## src/rtl/riscv_pkg.sv

```systemverilog
// Shared encodings for the multicycle RISC-V controller: FSM states, opcodes,
// ALU operation codes and datapath mux selects.
package riscv_pkg;

  typedef enum logic [3:0] {
    S_FETCH    = 4'd0,
    S_DECODE   = 4'd1,
    S_MEMADR   = 4'd2,
    S_MEMREAD  = 4'd3,
    S_MEMWB    = 4'd4,
    S_MEMWRITE = 4'd5,
    S_EXECR    = 4'd6,
    S_EXECI    = 4'd7,
    S_ALUWB    = 4'd8,
    S_BEQ      = 4'd9,
    S_JAL      = 4'd10
  } state_t;

  localparam logic [6:0] OP_LW    = 7'b0000011;
  localparam logic [6:0] OP_SW    = 7'b0100011;
  localparam logic [6:0] OP_RTYPE = 7'b0110011;
  localparam logic [6:0] OP_ITYPE = 7'b0010011;
  localparam logic [6:0] OP_BEQ   = 7'b1100011;
  localparam logic [6:0] OP_JAL   = 7'b1101111;

  localparam logic [1:0] ALUOP_ADD   = 2'b00;
  localparam logic [1:0] ALUOP_SUB   = 2'b01;
  localparam logic [1:0] ALUOP_FUNCT = 2'b10;

  localparam logic [2:0] ALUCTL_ADD = 3'b000;
  localparam logic [2:0] ALUCTL_SUB = 3'b001;
  localparam logic [2:0] ALUCTL_AND = 3'b010;
  localparam logic [2:0] ALUCTL_OR  = 3'b011;
  localparam logic [2:0] ALUCTL_SLT = 3'b101;

  localparam logic [1:0] RES_ALUOUT    = 2'b00;
  localparam logic [1:0] RES_DATA      = 2'b01;
  localparam logic [1:0] RES_ALURESULT = 2'b10;

  localparam logic [1:0] SRCA_PC    = 2'b00;
  localparam logic [1:0] SRCA_OLDPC = 2'b01;
  localparam logic [1:0] SRCA_RD1   = 2'b10;

  localparam logic [1:0] SRCB_RD2  = 2'b00;
  localparam logic [1:0] SRCB_IMM  = 2'b01;
  localparam logic [1:0] SRCB_FOUR = 2'b10;

  function automatic logic op_supported(input logic [6:0] op);
    return (op == OP_LW) || (op == OP_SW) || (op == OP_RTYPE) ||
           (op == OP_ITYPE) || (op == OP_BEQ) || (op == OP_JAL);
  endfunction

endpackage

```

## src/rtl/multicycle_ctrl_aludec.sv

```systemverilog
// ALU decoder: maps ALUOp plus instruction function fields to an ALU operation.
module aludec
  import riscv_pkg::*;
(
  input  logic [1:0] alu_op,
  input  logic [2:0] funct3,
  input  logic       funct7b5,
  input  logic       op5,
  output logic [2:0] alu_control
);

  always_comb begin
    alu_control = ALUCTL_ADD;
    case (alu_op)
      ALUOP_SUB: alu_control = ALUCTL_SUB;
      ALUOP_FUNCT: begin
        case (funct3)
          3'b000:  alu_control = (funct7b5 & op5) ? ALUCTL_SUB : ALUCTL_ADD;
          3'b010:  alu_control = ALUCTL_SLT;
          3'b110:  alu_control = ALUCTL_OR;
          3'b111:  alu_control = ALUCTL_AND;
          default: alu_control = ALUCTL_ADD;
        endcase
      end
      default: alu_control = ALUCTL_ADD;
    endcase
  end

endmodule

```

## src/rtl/multicycle_ctrl.sv

```systemverilog
// Multicycle RISC-V control unit: Moore FSM sequencing fetch/decode/execute,
// memory handshake via mem_ready, plus ImmSrc decode and ALU decode.
module multicycle_ctrl
  import riscv_pkg::*;
(
  input  logic       clk,
  input  logic       reset_n,
  input  logic [6:0] op,
  input  logic [2:0] funct3,
  input  logic       funct7b5,
  input  logic       Zero,
  input  logic       mem_ready,
  output logic       PCWrite,
  output logic       AdrSrc,
  output logic       MemWrite,
  output logic       IRWrite,
  output logic       RegWrite,
  output logic [1:0] ResultSrc,
  output logic [1:0] ALUSrcA,
  output logic [1:0] ALUSrcB,
  output logic [1:0] ImmSrc,
  output logic [2:0] ALUControl,
  output logic       instr_retired,
  output logic       illegal_op
);

  state_t     state;
  state_t     cur;
  logic [1:0] alu_op;
  logic       branch, pc_update, ir_write, mem_write, reg_write, retired, illegal;

  always_ff @(posedge clk) begin
    if (!reset_n) begin
      state <= S_FETCH;
    end else begin
      case (state)
        S_FETCH:    state <= mem_ready ? S_DECODE : S_FETCH;
        S_DECODE: begin
          case (op)
            OP_LW, OP_SW: state <= S_MEMADR;
            OP_RTYPE:     state <= S_EXECR;
            OP_ITYPE:     state <= S_EXECI;
            OP_BEQ:       state <= S_BEQ;
            OP_JAL:       state <= S_JAL;
            default:      state <= S_FETCH;
          endcase
        end
        S_MEMADR:   state <= (op == OP_LW) ? S_MEMREAD : S_MEMWRITE;
        S_MEMREAD:  state <= mem_ready ? S_MEMWB : S_MEMREAD;
        S_MEMWRITE: state <= mem_ready ? S_FETCH : S_MEMWRITE;
        S_EXECR,
        S_EXECI,
        S_JAL:      state <= S_ALUWB;
        default:    state <= S_FETCH;
      endcase
    end
  end

  // While reset is held the outputs decode as FETCH, with enables then masked.
  assign cur = reset_n ? state : S_FETCH;

  always_comb begin
    AdrSrc    = 1'b0;
    ResultSrc = RES_ALUOUT;
    ALUSrcA   = SRCA_PC;
    ALUSrcB   = SRCB_RD2;
    alu_op    = ALUOP_ADD;
    branch    = 1'b0;
    pc_update = 1'b0;
    ir_write  = 1'b0;
    mem_write = 1'b0;
    reg_write = 1'b0;
    retired   = 1'b0;
    illegal   = 1'b0;
    case (cur)
      S_FETCH: begin
        ALUSrcB   = SRCB_FOUR;
        ResultSrc = RES_ALURESULT;
        ir_write  = mem_ready;
        pc_update = mem_ready;
      end
      S_DECODE: begin
        ALUSrcA = SRCA_OLDPC;
        ALUSrcB = SRCB_IMM;
        illegal = ~op_supported(op);
      end
      S_MEMADR: begin
        ALUSrcA = SRCA_RD1;
        ALUSrcB = SRCB_IMM;
      end
      S_MEMREAD: AdrSrc = 1'b1;
      S_MEMWRITE: begin
        AdrSrc    = 1'b1;
        mem_write = 1'b1;
        retired   = mem_ready;
      end
      S_MEMWB: begin
        ResultSrc = RES_DATA;
        reg_write = 1'b1;
        retired   = 1'b1;
      end
      S_EXECR: begin
        ALUSrcA = SRCA_RD1;
        alu_op  = ALUOP_FUNCT;
      end
      S_EXECI: begin
        ALUSrcA = SRCA_RD1;
        ALUSrcB = SRCB_IMM;
        alu_op  = ALUOP_FUNCT;
      end
      S_ALUWB: begin
        reg_write = 1'b1;
        retired   = 1'b1;
      end
      S_BEQ: begin
        ALUSrcA = SRCA_RD1;
        alu_op  = ALUOP_SUB;
        branch  = 1'b1;
        retired = 1'b1;
      end
      S_JAL: begin
        ALUSrcA   = SRCA_OLDPC;
        ALUSrcB   = SRCB_FOUR;
        pc_update = 1'b1;
      end
      default: ;
    endcase
  end

  assign PCWrite       = reset_n & ((Zero & branch) | pc_update);
  assign IRWrite       = reset_n & ir_write;
  assign MemWrite      = reset_n & mem_write;
  assign RegWrite      = reset_n & reg_write;
  assign instr_retired = reset_n & retired;
  assign illegal_op    = reset_n & illegal;

  always_comb begin
    case (op)
      OP_SW:   ImmSrc = 2'b01;
      OP_BEQ:  ImmSrc = 2'b10;
      OP_JAL:  ImmSrc = 2'b11;
      default: ImmSrc = 2'b00;
    endcase
  end

  aludec u_aludec (
    .alu_op      (alu_op),
    .funct3      (funct3),
    .funct7b5    (funct7b5),
    .op5         (op[5]),
    .alu_control (ALUControl)
  );

endmodule

```

## config.mk

```make
export PLATFORM = sky130hd
export DESIGN_NAME = multicycle_ctrl
export DESIGN_NICKNAME = d
export VERILOG_FILES = /design/src/rtl/riscv_pkg.sv /design/src/rtl/multicycle_ctrl_aludec.sv /design/src/rtl/multicycle_ctrl.sv
export SDC_FILE = /design/constraint.sdc
export NUM_CORES = 1
export LEC_CHECK = 0
export ABC_AREA = 1
export CORE_AREA = 2 2 39 41
export DETAILED_ROUTE_END_ITERATION = 10
export DIE_AREA = 0 0 41 43
export DONT_BUFFER_PORTS = 1
export GPL_TIMING_DRIVEN = 1
export PLACE_DENSITY_LB_ADDON = 0.12
export REMOVE_ABC_BUFFERS = 1
export SLEW_MARGIN = 30
export SYNTH_ARGS = -nofsm -noshare
export SYNTH_HDL_FRONTEND = slang
export SYNTH_HIERARCHICAL = 1
export SYNTH_SLANG_ARGS = --single-unit
```

## constraint.sdc

```tcl
create_clock -name clk -period 4.1 [get_ports clk]
set_input_delay 0.615 -clock clk [delete_from_list [all_inputs] [get_ports clk]]
set_output_delay 0.615 -clock clk [all_outputs]
set_load 0.01 [all_outputs]
```

* After elaboration in Yosys (flattened, before gate mapping)
Index checks and enable logic that the tools add are counted.
Cells by class: add/subtract/negate cells 0, $mul 0, divide/modulo/power cells 0, magnitude comparators 0, equal/unequal tests 28, shifts and indexed selects 0, multiplexer cells 23, bitwise operators 10, reductions and logical operators 18
Operators with widths (count):
- equality test 4 x 3 -> 1 bit, second input constant | 7
- one-hot mux 4 bit (6 select lines) | 1
- one-hot mux 4 bit (5 select lines) | 1
- equality test 4 x 2 -> 1 bit, second input constant | 4
- equality test 4 bit, second input constant | 4
- one-hot mux 2 bit (2 select lines) | 4
- equality test 7 x 6 -> 1 bit, second input constant | 2
- equality test 7 bit, second input constant | 2
- one-hot mux 3 bit (4 select lines) | 1
- OR reduction 2 bit | 6
- two-way mux 3 bit | 3
- OR reduction 3 bit | 3
- AND 1 bit | 8
- equality test 4 x 1 -> 1 bit, second input constant | 2
- logical NOT 4 bit | 2
- two-way mux 1 bit | 8
- equality test 7 x 2 -> 1 bit, second input constant | 1
- equality test 7 x 5 -> 1 bit, second input constant | 1
- equality test 3 bit, second input constant | 2
- one-hot mux 2 bit (3 select lines) | 1
- one-hot mux 3 bit (2 select lines) | 1
- logical OR 1 bit | 5
- two-way mux 4 bit | 1
- one-hot mux 1 bit (2 select lines) | 2
- other kinds (7) | 7
Storage, ports and cells: register bits after elaboration 4, latch bits 0, bits in writable memories 0, memory bits (read-only) 0, input bits 15, word-level logic and storage cells 80, memories 0

* Logic depth before layout (Yosys ltp)
Gate-level depths: netlist of the first run.
word-level depth 9, mapped depth 9

* By module
The synthesis of the first run kept the hierarchy.
Modules (own cells, without submodules):
- multicycle_ctrl | instances 1, cells an instance 95, area an instance 501.7 um^2
- aludec | instances 1, cells an instance 17, area an instance 91.3 um^2

* Least setup slack after synthesis of the first run
Ideal clock, no wire load.
kind input to output, start input port reset_n, end output port ALUControl[2], data arrival time 1.608 ns, data required time 3.485 ns, path slack 1.877 ns, stages 7, path buffers 0, path through nand3_1 > nor2_1 > inv_1 > ha_1 > inv_1 > nand4_1 > nor2_1
On the way: cells in the longest elaborated chain, start to end 6, elaborated cells between the ends (all ways) 9
Ends and longest elaborated chain:
- start, declared | line multicycle_ctrl.sv:7 | input logic reset_n,
- two-way mux 4 bit (*) | line multicycle_ctrl.sv:60 | assign cur = reset_n ? state : S_FETCH;
- equality test 4 x 3 -> 1 bit | line multicycle_ctrl.sv:75 | case (cur)
- OR reduction 2 bit (no source line)
- one-hot mux 2 bit (2 select lines) (*) | line multicycle_ctrl.sv:75
- net alu_op[0] | line multicycle_ctrl.sv:29 | logic [1:0] alu_op;
- equality test 2 bit or equality test 2 x 1 -> 1 bit (tied branches) | line multicycle_ctrl_aludec.sv:14 | case (alu_op)
- one-hot mux 3 bit (2 select lines) (*) | line multicycle_ctrl_aludec.sv:14
- end, declared | line multicycle_ctrl.sv:22 | output logic [2:0] ALUControl,
The timed path passes the listed nets; every way through them passes the cells marked *.

* Worst setup path in the final report of the first run
start register state[2], end output port ALUControl[2]
On the way: cells in the longest elaborated chain, start to end 6, elaborated cells between the ends (all ways) 9
Ends and longest elaborated chain:
- start, declared | line multicycle_ctrl.sv:27 | state_t state;
- start signal, assigned | line multicycle_ctrl.sv:37 | S_FETCH: state <= mem_ready ? S_DECODE : S_FETCH;
- start signal, assigned | line multicycle_ctrl.sv:48 | S_MEMADR: state <= (op == OP_LW) ? S_MEMREAD : S_MEMWRITE;
- start signal, assigned | line multicycle_ctrl.sv:49 | S_MEMREAD: state <= mem_ready ? S_MEMWB : S_MEMREAD;
- two-way mux 4 bit (*) | line multicycle_ctrl.sv:60
- equality test 4 x 3 -> 1 bit | line multicycle_ctrl.sv:75
- OR reduction 2 bit (no source line)
- one-hot mux 2 bit (2 select lines) (*) | line multicycle_ctrl.sv:75
- net alu_op[1] | line multicycle_ctrl.sv:29
- equality test 2 bit or equality test 2 x 1 -> 1 bit (tied branches) | line multicycle_ctrl_aludec.sv:14
- one-hot mux 3 bit (2 select lines) (*) | line multicycle_ctrl_aludec.sv:14
Marked as above.

==> key figures, run 1 <==
Power and ir drop
  • VDD IR max: 0.0001021 V
  • Pwr per Cell Area: 166.2 mW/mm2
  • Leakage Power: 0.3498 nW

Floorplanning
  • Chip Height: 43 um
  • Starting Density: 42.86%
  • Core area: 0.001384 mm2
  • I/O Pins: 33
  • Die area: 0.001763 mm2
  • Die width: 41 um
  • FP Rows: 14

Timing
  • Final Hold Fails: 0
  • Rel. slew slack: 73.99%
  • Period utilization: 61.34%
  • Setup violations, final: 0
  • Fin crit period: 2.515 ns
  • Worst-Margin Slew: 0.3871 ns
  • Max Clock Skew: 0.001751 ns
  • Setup TNS Final: 0 ns
  • Slew Limit Fails: 0
  • RSZ-0062 raised after global routing: no
  • Max Freq: 397.6 MHz

Critical path
  • Worst-path fanout max: 4
  • CP Launch Type: flip-flop
  • Worst setup EP type: primary output
  • Top cell by count, worst path: inv_1
  • FF-to-FF path depth: 8
  • CP Depth: 8
  • Crit path max-delay family: simple AND/OR/NAND/NOR gates
  • CP Data Required Time: 3.48 ns
  • Crit-path cells: inv_1 > nor2_2 > inv_1 > nor3_1 > ha_1 > inv_1 > nand4_1 > nor2_1
  • Setup Crit Path Kind: reg -> out
  • Worst EP arrival: 1.90 ns
  • CP max stage delay: 0.36 ns
  • Slowest-stage cell, CP: dfxtp_1
  • Bufs and invs on worst path: 3

Clock tree
  • Total CTS buffers: 3
  • Sink Count: 4
  • Hold buffers post-CTS: 0
  • CTS resizes: 0
  • CTS Root Cell: clkbuf_4
  • Post-CTS Setup Inserts: 0
  • H-tree depth: 1
  • TritonCTS clock tree: done
  • Clock slew at reported path FFs: 0.03 ns
  • Clock buffer depth: 2
  • Clk Latency, worst-skew pair: 0.23 ns

Synthesis
  • Share of the synthesized area in the top cell type: 15.82%
  • Largest family of logic cells by synthesized area: simple AND/OR/NAND/NOR gates
  • Top cell type by total area after synthesis: nand2_1
  • Cells after Synth: 112
  • Synth Warn #: 6
  • Syn Std Cell Area: 593.1 um2
  • Register bit total from synthesis: 4
  • Simple-gate portion of the synthesized area: 52.53%
  • Compound-Gate Fraction of Synth Area: 13.92%
  • Synth cell types: 19
  • Avg Inst Size Synth: 5.295 um2
  • Register area share after synthesis: 13.50%
  • Multiplexer area fraction after synthesis: 0%
  • Post-Synth Adder-Cell Area: 4.219%
  • Post-synthesis xor/xnor area fraction: 0%
  • Synth top area cells: nand2_1, inv_1, dfxtp_1, nand3_1, nor2_1

Placed design
  • Port Buffers: 0
  • Routability cong.: 0.8618
  • DP HPWL: 1220 um

Detailed routing
  • Residual DRC: 0
  • DR top layer: met3
  • Number of vias per cell: 5.275
  • Drt total wl: 1423 um
  • DRT met1 WL: 593 um
  • Drt initial violations: 16
  • Avg WL per Cell: 10.86 um
  • Remaining antenna violation count after routing: 0
  • Drt first pass iters: 4
  • Via count: 691
  • DR WL met3: 125 um
  • Met2 wire length: 703 um

Layout
  • Ant diodes: 0
  • Most frequent cells in the layout: nand2_1, inv_1, nor2_1, nand3_1, a21oi_1
  • Area growth from synthesis to layout: 7.173%
  • Biggest regs: state x4
  • Post-Route Utilization: 45.93%
  • Area taken by flip-flops and latches: 80.08 um2
  • Biggest register: state
  • Nets: 134
  • Area of the multi-input gates: 419.2 um2
  • Commonest non-fill, non-tap cell in the layout: nand2_1
  • # fillers: 166
  • Number of flip-flops in the largest register: 4
  • Layout cells sized above 1: 10.43%

Global route
  • Vias in the first global route: 623
  • First-pass GRT wire length: 2290 um
  • Largest net degree at the start of global routing: 9
  • Gr usage total: 18.89%
  • Initial antenna violation count: 0
  • Overflow after GRT: 0

Min path
  • Hold-critical path depth: 2
  • Min-delay worst type: in -> reg

Run status
  • Outcome: complete, no violations

Run
  • Max Cap Viol: 0
==> where the power goes <==
| part | total (mW) | switching, mW | internal [mW] |
|---|---|---|---|
| registers | 0.0405 | 0.000591 | 0.0399 |
| clock network | 0.0464 | 0.0138 | 0.0326 |
| logic | 0.0188 | 0.0131 | 0.00567 |
| total | 0.106 | 0.0275 | 0.0781 |
==> Yosys cell counts <==
library cell and n:
or2_2 1, inv_2 2, nand3_1 14, dfxtp_1 4, o21ai_2 2, nor2_1 15
a21boi_0 1, o21ai_0 3, a21oi_1 7, inv_1 23, nand3b_1 2, o211ai_1 1
nor2_2 2, nand4_1 2, nor2_4 2, ha_1 2, nand2_1 25, nor3_1 2
and3_1 2
==> routing by layer <==
layer / track usage (%) / vias up
met5: 0 / -
met4: 10.00 / 0
met3: 4.712 / 0
met2: 30.31 / 31
met1: 21.61 / 300
li1: - / 360
==> final timing paths <==
kind / slack [ns] / end / from
hold / removal: 0.49 / state[2] / reset_n
hold reg to reg: 0.63 / state[3] / state[1]
setup reg to reg: 2.96 / state[0] / state[0]
setup / recovery: 1.58 / ALUControl[2] / state[2]
==> stage by stage <==
step                area [um2]  hold slack [ns]  setup slack, ns  power [mW]  instances
floorplan                593.1           0.5712            1.877     0.05678        112
CTS                      635.6           0.4875            1.609      0.1085        131
finish                   635.6           0.4934            1.585      0.1056        131
detailed placement       613.1           0.6188            1.724     0.05970        128
global route             635.6           0.4961            1.347      0.1123        131
global placement         613.1           0.6261            1.780     0.05981        128
==> cells by family after synthesis <==
logic type | Yosys count
adder cells (fa/ha/maj) | 2
AO/OA/AOI/OAI | 14
buffers and inverters | 25
flip-flops | 4
AND/OR/NAND/NOR | 67
==> cell type report <==
cell class                      count  share of cell area (%)
Multi-Input combinational cell     83                   65.94
Inverter                           25                   14.76
Sequential cell                     4                   12.60
Clock buffer                        3                   3.543
Tap cell                           16                   3.150
(Power assumes the default switching activity.)
==> run 2: changes to the inputs <==
==> constraint.sdc (replaced) <==
create_clock -name clk -period 2.5 [get_ports clk]
set_input_delay 0.375 -clock clk [delete_from_list [all_inputs] [get_ports clk]]
set_output_delay 0.375 -clock clk [all_outputs]
set_load 0.01 [all_outputs]
==> run 2 against run 1 <==
Worst setup slack worse by 1.3 ns. Via count up 0.43%. Highest routed layer unchanged. Die area unchanged. Final area up 0.79%. Total power up 66%. Largest cell class unchanged. Combinational power up 62%. Flip-flop and latch count unchanged. Count of clock-buffer cells in the layout unchanged. Sequential power up 64%.
==> key figures, run 2 (same netlist as run 1, synthesis figures left out) <==
Power and ir drop
  • Logic pwr share: 17.4% (-0.4 points)
  • Net Sw Frac: 26.71% (+0.67 points)
  • Pwr per Cell Area: 273.2 mW/mm2 (+64%)
  • VDD IR max: 0.0002160 V (+110%)
  • P_int: 0.1283 mW (+64%)
  • Switch Pwr: 0.04674 mW (+70%)
  • Clock group share of total power: 44.6% (+0.7 points)
  • Sequential Power Share: 38.0% (-0.3 points)
  • Leakage Power: 0.3499 nW (about the same)

Layout
  • Area taken by flip-flops and latches: 80.08 um2 (unchanged)
  • # fillers: 162 (-2.4%)
  • Nets: 134 (unchanged)
  • Commonest non-fill, non-tap cell in the layout: nand2_1
  • Biggest regs: state x4
  • Area growth from synthesis to layout: 8.017%
  • Ant diodes: 0 (unchanged)
  • Layout cells sized above 1: 11.30% (+0.87 points)
  • Biggest register: state
  • Area of the multi-input gates: 424.2 um2 (+1.2%)
  • Number of flip-flops in the largest register: 4 (unchanged)
  • Most frequent cells in the layout: nand2_1, inv_1, nor2_1, nand3_1, a21oi_1

Run
  • Max Cap Viol: 0 (unchanged)

Global route
  • Overflow after GRT: 0 (unchanged)
  • Vias in the first global route: 592 (-5.0%)
  • Gr usage total: 18.69% (-0.20 points)
  • Largest net degree at the start of global routing: 9 (unchanged)
  • First-pass GRT wire length: 2270 um (-0.87%)
  • Initial antenna violation count: 0 (unchanged)

Detailed routing
  • Drt initial violations: 13 (-3)
  • Drt first pass iters: 4 (unchanged)
  • Avg WL per Cell: 11.31 um (+4.1%)
  • Drt total wl: 1481 um (+4.1%)
  • Via count: 694 (+0.43%)
  • Number of vias per cell: 5.298 (+0.43%)
  • Remaining antenna violation count after routing: 0 (unchanged)
  • Residual DRC: 0 (unchanged)

Timing
  • Setup violations, final: 0 (unchanged)
  • Max Freq: 443.3 MHz
  • Fin crit period: 2.256 ns
  • Worst-Margin Slew: 0.3819 ns (-0.005221 ns)
  • Rel. slew slack: 74.27% (+0.28 points)
  • Max Clock Skew: 0.0006696 ns (-0.001081 ns)
  • Period utilization: 90.24%
  • Final Hold Fails: 0 (unchanged)
  • RSZ-0062 raised after global routing: no
  • WHS: 0.2537 ns (-0.2397 ns)
  • Slew Limit Fails: 0 (unchanged)
  • Setup TNS Final: 0 ns (unchanged)

Floorplanning
  • Die width: 41 um (unchanged)
  • FP Rows: 14 (unchanged)
  • Starting Density: 42.86% (unchanged)
  • Core area: 0.001384 mm2 (unchanged)
  • Chip Height: 43 um (unchanged)
  • Die area: 0.001763 mm2 (unchanged)
  • I/O Pins: 33 (unchanged)

Critical path
  • Worst EP arrival: 1.88 ns (-0.02 ns)
  • Crit-path cells: inv_2 > nand2_1 > nor2_1 > inv_1 > ha_1 > inv_1 > nand4_1 > nor2_1
  • CP Launch Type: flip-flop
  • FF-to-FF path depth: 8 (unchanged)
  • R2r setup slk: 1.35 ns (-1.61 ns)
  • FF-to-FF Start: state[2]
  • Worst setup EP type: primary output
  • Worst-path fanout max: 6 (+2)
  • Slowest-stage cell, CP: dfxtp_1
  • CP max stage delay: 0.36 ns (about the same)
  • RR Endpoint: state[0]
  • Setup Crit Path Kind: reg -> out
  • CP Data Required Time: 2.12 ns (-1.36 ns)

Clock tree
  • TritonCTS clock tree: done
  • Clock slew at reported path FFs: 0.04 ns (about the same)
  • Hold buffers post-CTS: 0 (unchanged)
  • Total CTS buffers: 3 (unchanged)
  • Sink Count: 4 (unchanged)
  • Clock buffer depth: 2 (unchanged)
  • H-tree depth: 1 (unchanged)
  • Clk Latency, worst-skew pair: 0.23 ns (about the same)
  • CTS Root Cell: clkbuf_4

Min path
  • Min-delay worst type: in -> reg
  • Hold-critical path depth: 2 (unchanged)
  • Hold Crit Start: reset_n
  • WHS Endpoint: state[2]

Placed design
  • Routability cong.: 0.9000 (+4.4%)
  • DP HPWL: 1234 um (+1.1%)
  • Port Buffers: 0 (unchanged)

Run status
  • Outcome: complete, no violations
## run 2: cell count changes in the layout (fill, tap and decap cells not counted)
cell and change:
nor3_1 -1, nor3_2 +1
## run 2: final cells by class
type,instances,share of cell area (%)
Clock buffer,3,3.516
Sequential cell,4,12.50
Tap cell,16,3.125
Inverter,25,14.65
Multi-Input combinational cell,83,66.21
## run 2: worst max path at each step
stage,slack [ns],endpoint,startpoint,cells after the start
finish,0.24,ALUControl[2],state[1],8
global route,0.06,ALUControl[2],state[1],8
CTS,0.18,ALUControl[2],state[2],8
detailed placement,0.43,ALUControl[2],state[2],8
global placement,0.46,ALUControl[2],state[2],8
floorplan,0.66,ALUControl[2],state[2],8
## run 2: worst max-delay path: cells and delay by family (launching register included)
family	cells	cell delay [ns]
adders and majority gates	1	0.33
DFF	1	0.36
buffers and inverters	3	0.28
and+or+nand+nor	4	0.69
## run 2: stage by stage
step	cell area (um2)	total power, mW	cells	setup slack [ns]	utilization (%)
2_1_floorplan	593.1	0.09311	112	0.6616	-
3_3_place_gp	613.1	0.09802	128	0.4640	44.30
3_5_place_dp	613.1	0.09795	128	0.4340	44.30
4_1_cts	635.6	0.1801	131	0.1799	45.93
5_1_grt	640.6	0.1857	131	0.05993	46.29
6_report	640.6	0.1750	131	0.2440	46.29
## run 2: power by group through the flow
stage / Sequential (mW) / Clock, mW / Combinational, mW
after floorplan: 0.0671 / 0 / 0.0261
after global placement: 0.0674 / 0 / 0.0306
after detailed placement: 0.0674 / 0 / 0.0306
after CTS: 0.0664 / 0.0830 / 0.0307
after global routing: 0.0664 / 0.0846 / 0.0347
final: 0.0665 / 0.0780 / 0.0305
## run 2: what timing repair did
| action | in CTS | in global routing |
|---|---|---|
| resized for setup | 0 | 1 |
| endpoints found under the hold margin | 0 | 0 |
| setup buffers | 0 | 0 |
| setup endpoints to repair | 0 | 1 |
## run 2: per-layer routing
| metal | vias up | wire length (um) | GRT usage, % |
|---|---|---|---|
| met3 | 0 | 121 | 5.236 |
| met1 | 305 | 625 | 21.61 |
| li1 | 363 | - | - |
| met5 | - | 0 | 0 |
| met2 | 26 | 734 | 29.69 |
| met4 | 0 | 0 | 9.333 |
==> run 3: changes to the inputs <==
--- a/config.mk
+++ b/config.mk
@@ -5,7 +5,7 @@
 export SDC_FILE = /design/constraint.sdc
 export NUM_CORES = 1
 export LEC_CHECK = 0
-export ABC_AREA = 1
+export ABC_AREA = 0
 export CORE_AREA = 2 2 39 41
 export DETAILED_ROUTE_END_ITERATION = 10
 export DIE_AREA = 0 0 41 43
==> run 3 against run 2 <==
Combinational power increased by 44%. Worst setup slack got worse by 0.087 ns. Highest routed layer is now met4. Critical path type unchanged. Area after synthesis increased by 18%. First-iteration DRC count decreased by 46%.
==> key figures, run 3 <==
Clock tree
  • Clock buffer depth: 2 (unchanged)
  • Clock slew at reported path FFs: 0.04 ns (about the same)
  • Post-CTS Setup Inserts: 0 (unchanged)
  • Total CTS buffers: 3 (unchanged)
  • TritonCTS clock tree: done
  • Sink Count: 4 (unchanged)
  • Hold buffers post-CTS: 0 (unchanged)
  • Clk Latency, worst-skew pair: 0.24 ns (about the same)
  • CTS resizes: 0 (unchanged)
  • H-tree depth: 1 (unchanged)
  • CTS Root Cell: clkbuf_4

Power and ir drop
  • Leakage Power: 0.2434 nW (-30%)
  • VDD IR max: 0.0003369 V (+56%)
  • Pwr per Cell Area: 261.4 mW/mm2 (-4.3%)

Critical path
  • Setup Crit Path Kind: reg -> out
  • FF-to-FF path depth: 4 (-4)
  • Worst EP arrival: 1.97 ns (+0.09 ns)
  • FF-to-FF Start: state[1]
  • Worst setup EP type: primary output
  • RR Endpoint: state[0]
  • CP Launch Type: flip-flop
  • Slowest-stage cell, CP: dfxtp_1
  • Crit-path cells: nand3b_1 > nor2_1 > inv_1 > ha_1 > nor4b_1 > buf_4
  • CP Data Required Time: 2.12 ns (about the same)
  • Worst-path fanout max: 14 (+8)
  • R2r setup slk: 1.21 ns (-0.14 ns)
  • CP max stage delay: 0.44 ns (+0.08 ns)

Layout
  • Nets: 109 (-19%)
  • Commonest non-fill, non-tap cell in the layout: nor2_1
  • Ant diodes: 0 (unchanged)
  • Number of flip-flops in the largest register: 4 (unchanged)
  • Area growth from synthesis to layout: 5.925%
  • Biggest register: state
  • Layout cells sized above 1: 24.44% (+13 points)
  • Biggest regs: state x4
  • # fillers: 147 (-9.3%)
  • Most frequent cells in the layout: nor2_1, nor2b_1, a21oi_1

Placed design
  • Pre-CTS setup slack: 0.4024 ns (-0.03158 ns)
  • DP HPWL: 1153 um (-6.6%)
  • Routability cong.: 0.7230 (-20%)
  • Port Buffers: 0 (unchanged)

Synthesis
  • Ys async rst share: 0% (unchanged)
  • Top cell type by total area after synthesis: dfxtp_1
  • Cells after Synth: 88 (-21%)
  • Synth top area cells: dfxtp_1, nor4_4, nor2b_1, nor2_1, nand2b_4
  • Share of the synthesized area in the top cell type: 11.49% (-4.3 points)
  • Register area share after synthesis: 11.49% (-2.0 points)
  • Synth Warn #: 6 (unchanged)
  • Synth cell types: 44 (+25)
  • Register bit total from synthesis: 4 (unchanged)
  • EDFF count, synth: 0 (unchanged)
  • Post-synth top cells: nor2_1, nor2b_1, a21oi_1
  • Syn Std Cell Area: 696.9 um2 (+18%)
  • Avg Inst Size Synth: 7.920 um2 (+50%)
  • Synth Flop Type: dfxtp_1
  • Count leader, synth: nor2_1

Timing
  • Max Clock Skew: 0.004272 ns (+0.003603 ns)
  • Fin crit period: 2.343 ns (+0.08692 ns)
  • Period utilization: 93.72% (+3.5 points)
  • Rel. slew slack: 59.92% (-14 points)
  • RSZ-0062 raised after global routing: no
  • Worst setup margin: 0.1570 ns (-0.08693 ns)
  • Worst-Margin Slew: 0.5935 ns (+0.2116 ns)
  • Slew Limit Fails: 0 (unchanged)
  • Setup TNS Final: 0 ns (unchanged)
  • Max Freq: 426.8 MHz (-3.7%)
  • Setup violations, final: 0 (unchanged)
  • Final Hold Fails: 0 (unchanged)

Global route
  • Overflow after GRT: 0 (unchanged)
  • Vias in the first global route: 578 (-2.4%)
  • Gr usage total: 19.26% (+0.56 points)
  • Largest net degree at the start of global routing: 15 (+6)
  • Initial antenna violation count: 0 (unchanged)
  • First-pass GRT wire length: 2366 um (+4.2%)

Floorplanning
  • Starting Density: 50.36% (+7.5 points)
  • FP Rows: 14 (unchanged)
  • Chip Height: 43 um (unchanged)
  • Die area: 0.001763 mm2 (unchanged)
  • Die width: 41 um (unchanged)
  • I/O Pins: 33 (unchanged)
  • Core area: 0.001384 mm2 (unchanged)

Detailed routing
  • Drt first pass iters: 3 (-1)
  • Avg WL per Cell: 13.85 um (+23%)
  • Residual DRC: 0 (unchanged)
  • Remaining antenna violation count after routing: 0 (unchanged)
  • Drt total wl: 1468 um (-0.88%)
  • Drt initial violations: 7 (-6)
  • Number of vias per cell: 5.991 (+13%)
  • Via count: 635 (-8.5%)

Min path
  • Min-delay worst type: in -> reg
  • Hold Crit Start: reset_n
  • WHS Endpoint: state[3]
  • Hold-critical path depth: 2 (unchanged)

Run status
  • Outcome: complete, no violations

Run
  • Max Cap Viol: 0 (unchanged)
-- run 3: routing by layer --
layer | vias up | wire, um | track usage, %
met2 | 23 | 651 | 29.38
met5 | - | 0 | 0
met4 | 0 | 13 | 6.000
li1 | 325 | - | -
met3 | 2 | 118 | 5.759
met1 | 285 | 683 | 25.00
-- run 3: where the power goes --
part | internal [mW] | switching, mW | total [mW]
Combinational | 0.0198 | 0.0242 | 0.0440
Clock | 0.0538 | 0.0287 | 0.0825
Sequential | 0.0653 | 0.00108 | 0.0664
Total | 0.139 | 0.0539 | 0.193
-- run 3: logic make-up (layout without fill, tap and decap cells) --
kind of cell,after synthesis,after routing,synth area share (%)
muxes,2,2,2.873
adders and majority gates,2,2,3.590
and+or+nand+nor,47,47,49.19
AOI/OAI and AO/OA,20,20,21.91
xor gates and xnor gates,3,3,3.771
buffers and inverters,10,12,7.182
DFF,4,4,11.49
-- run 3: worst max-delay path by stage --
stage	startpoint	cells past startpoint	endpoint	slack, ns
3_3_place_gp	state[1]	6	ALUControl[2]	0.46
2_1_floorplan	state[2]	4	ALUControl[2]	0.39
3_5_place_dp	state[1]	6	ALUControl[2]	0.40
6_report	state[1]	6	ALUControl[2]	0.16
5_1_grt	state[1]	6	ALUControl[2]	0.03
4_1_cts	state[1]	6	ALUControl[2]	0.14
-- run 3: through the flow --
step / utilization [%] / cells / hold slack (ns) / total power, mW / area [um2]
2_1_floorplan: - / 83 / 0.5124 / 0.1044 / 665.6
3_3_place_gp: 51.72 / 103 / 0.5483 / 0.1111 / 715.7
3_5_place_dp: 51.72 / 103 / 0.5521 / 0.1118 / 715.7
4_1_cts: 53.35 / 106 / 0.3070 / 0.1939 / 738.2
5_1_grt: 53.35 / 106 / 0.3054 / 0.2045 / 738.2
6_report: 53.35 / 106 / 0.3058 / 0.1929 / 738.2
-- run 3: area by class of cell --
class                   instances  area [um2]  area share [%]
clock buffers                   3       22.52           3.051
inverters                       5       18.77           2.542
multi-input cells              74       566.8           76.78
flip-flops and latches          4       80.08           10.85
well taps                      16       20.02           2.712
repair buffers                  4       30.03           4.068
-- run 3: critical path, delay by kind of cell (launching register included) --
family	cells	cell delay (ns)
fa+ha+maj	1	0.33
flops	1	0.44
buf+inv	2	0.23
simple gates	3	0.72
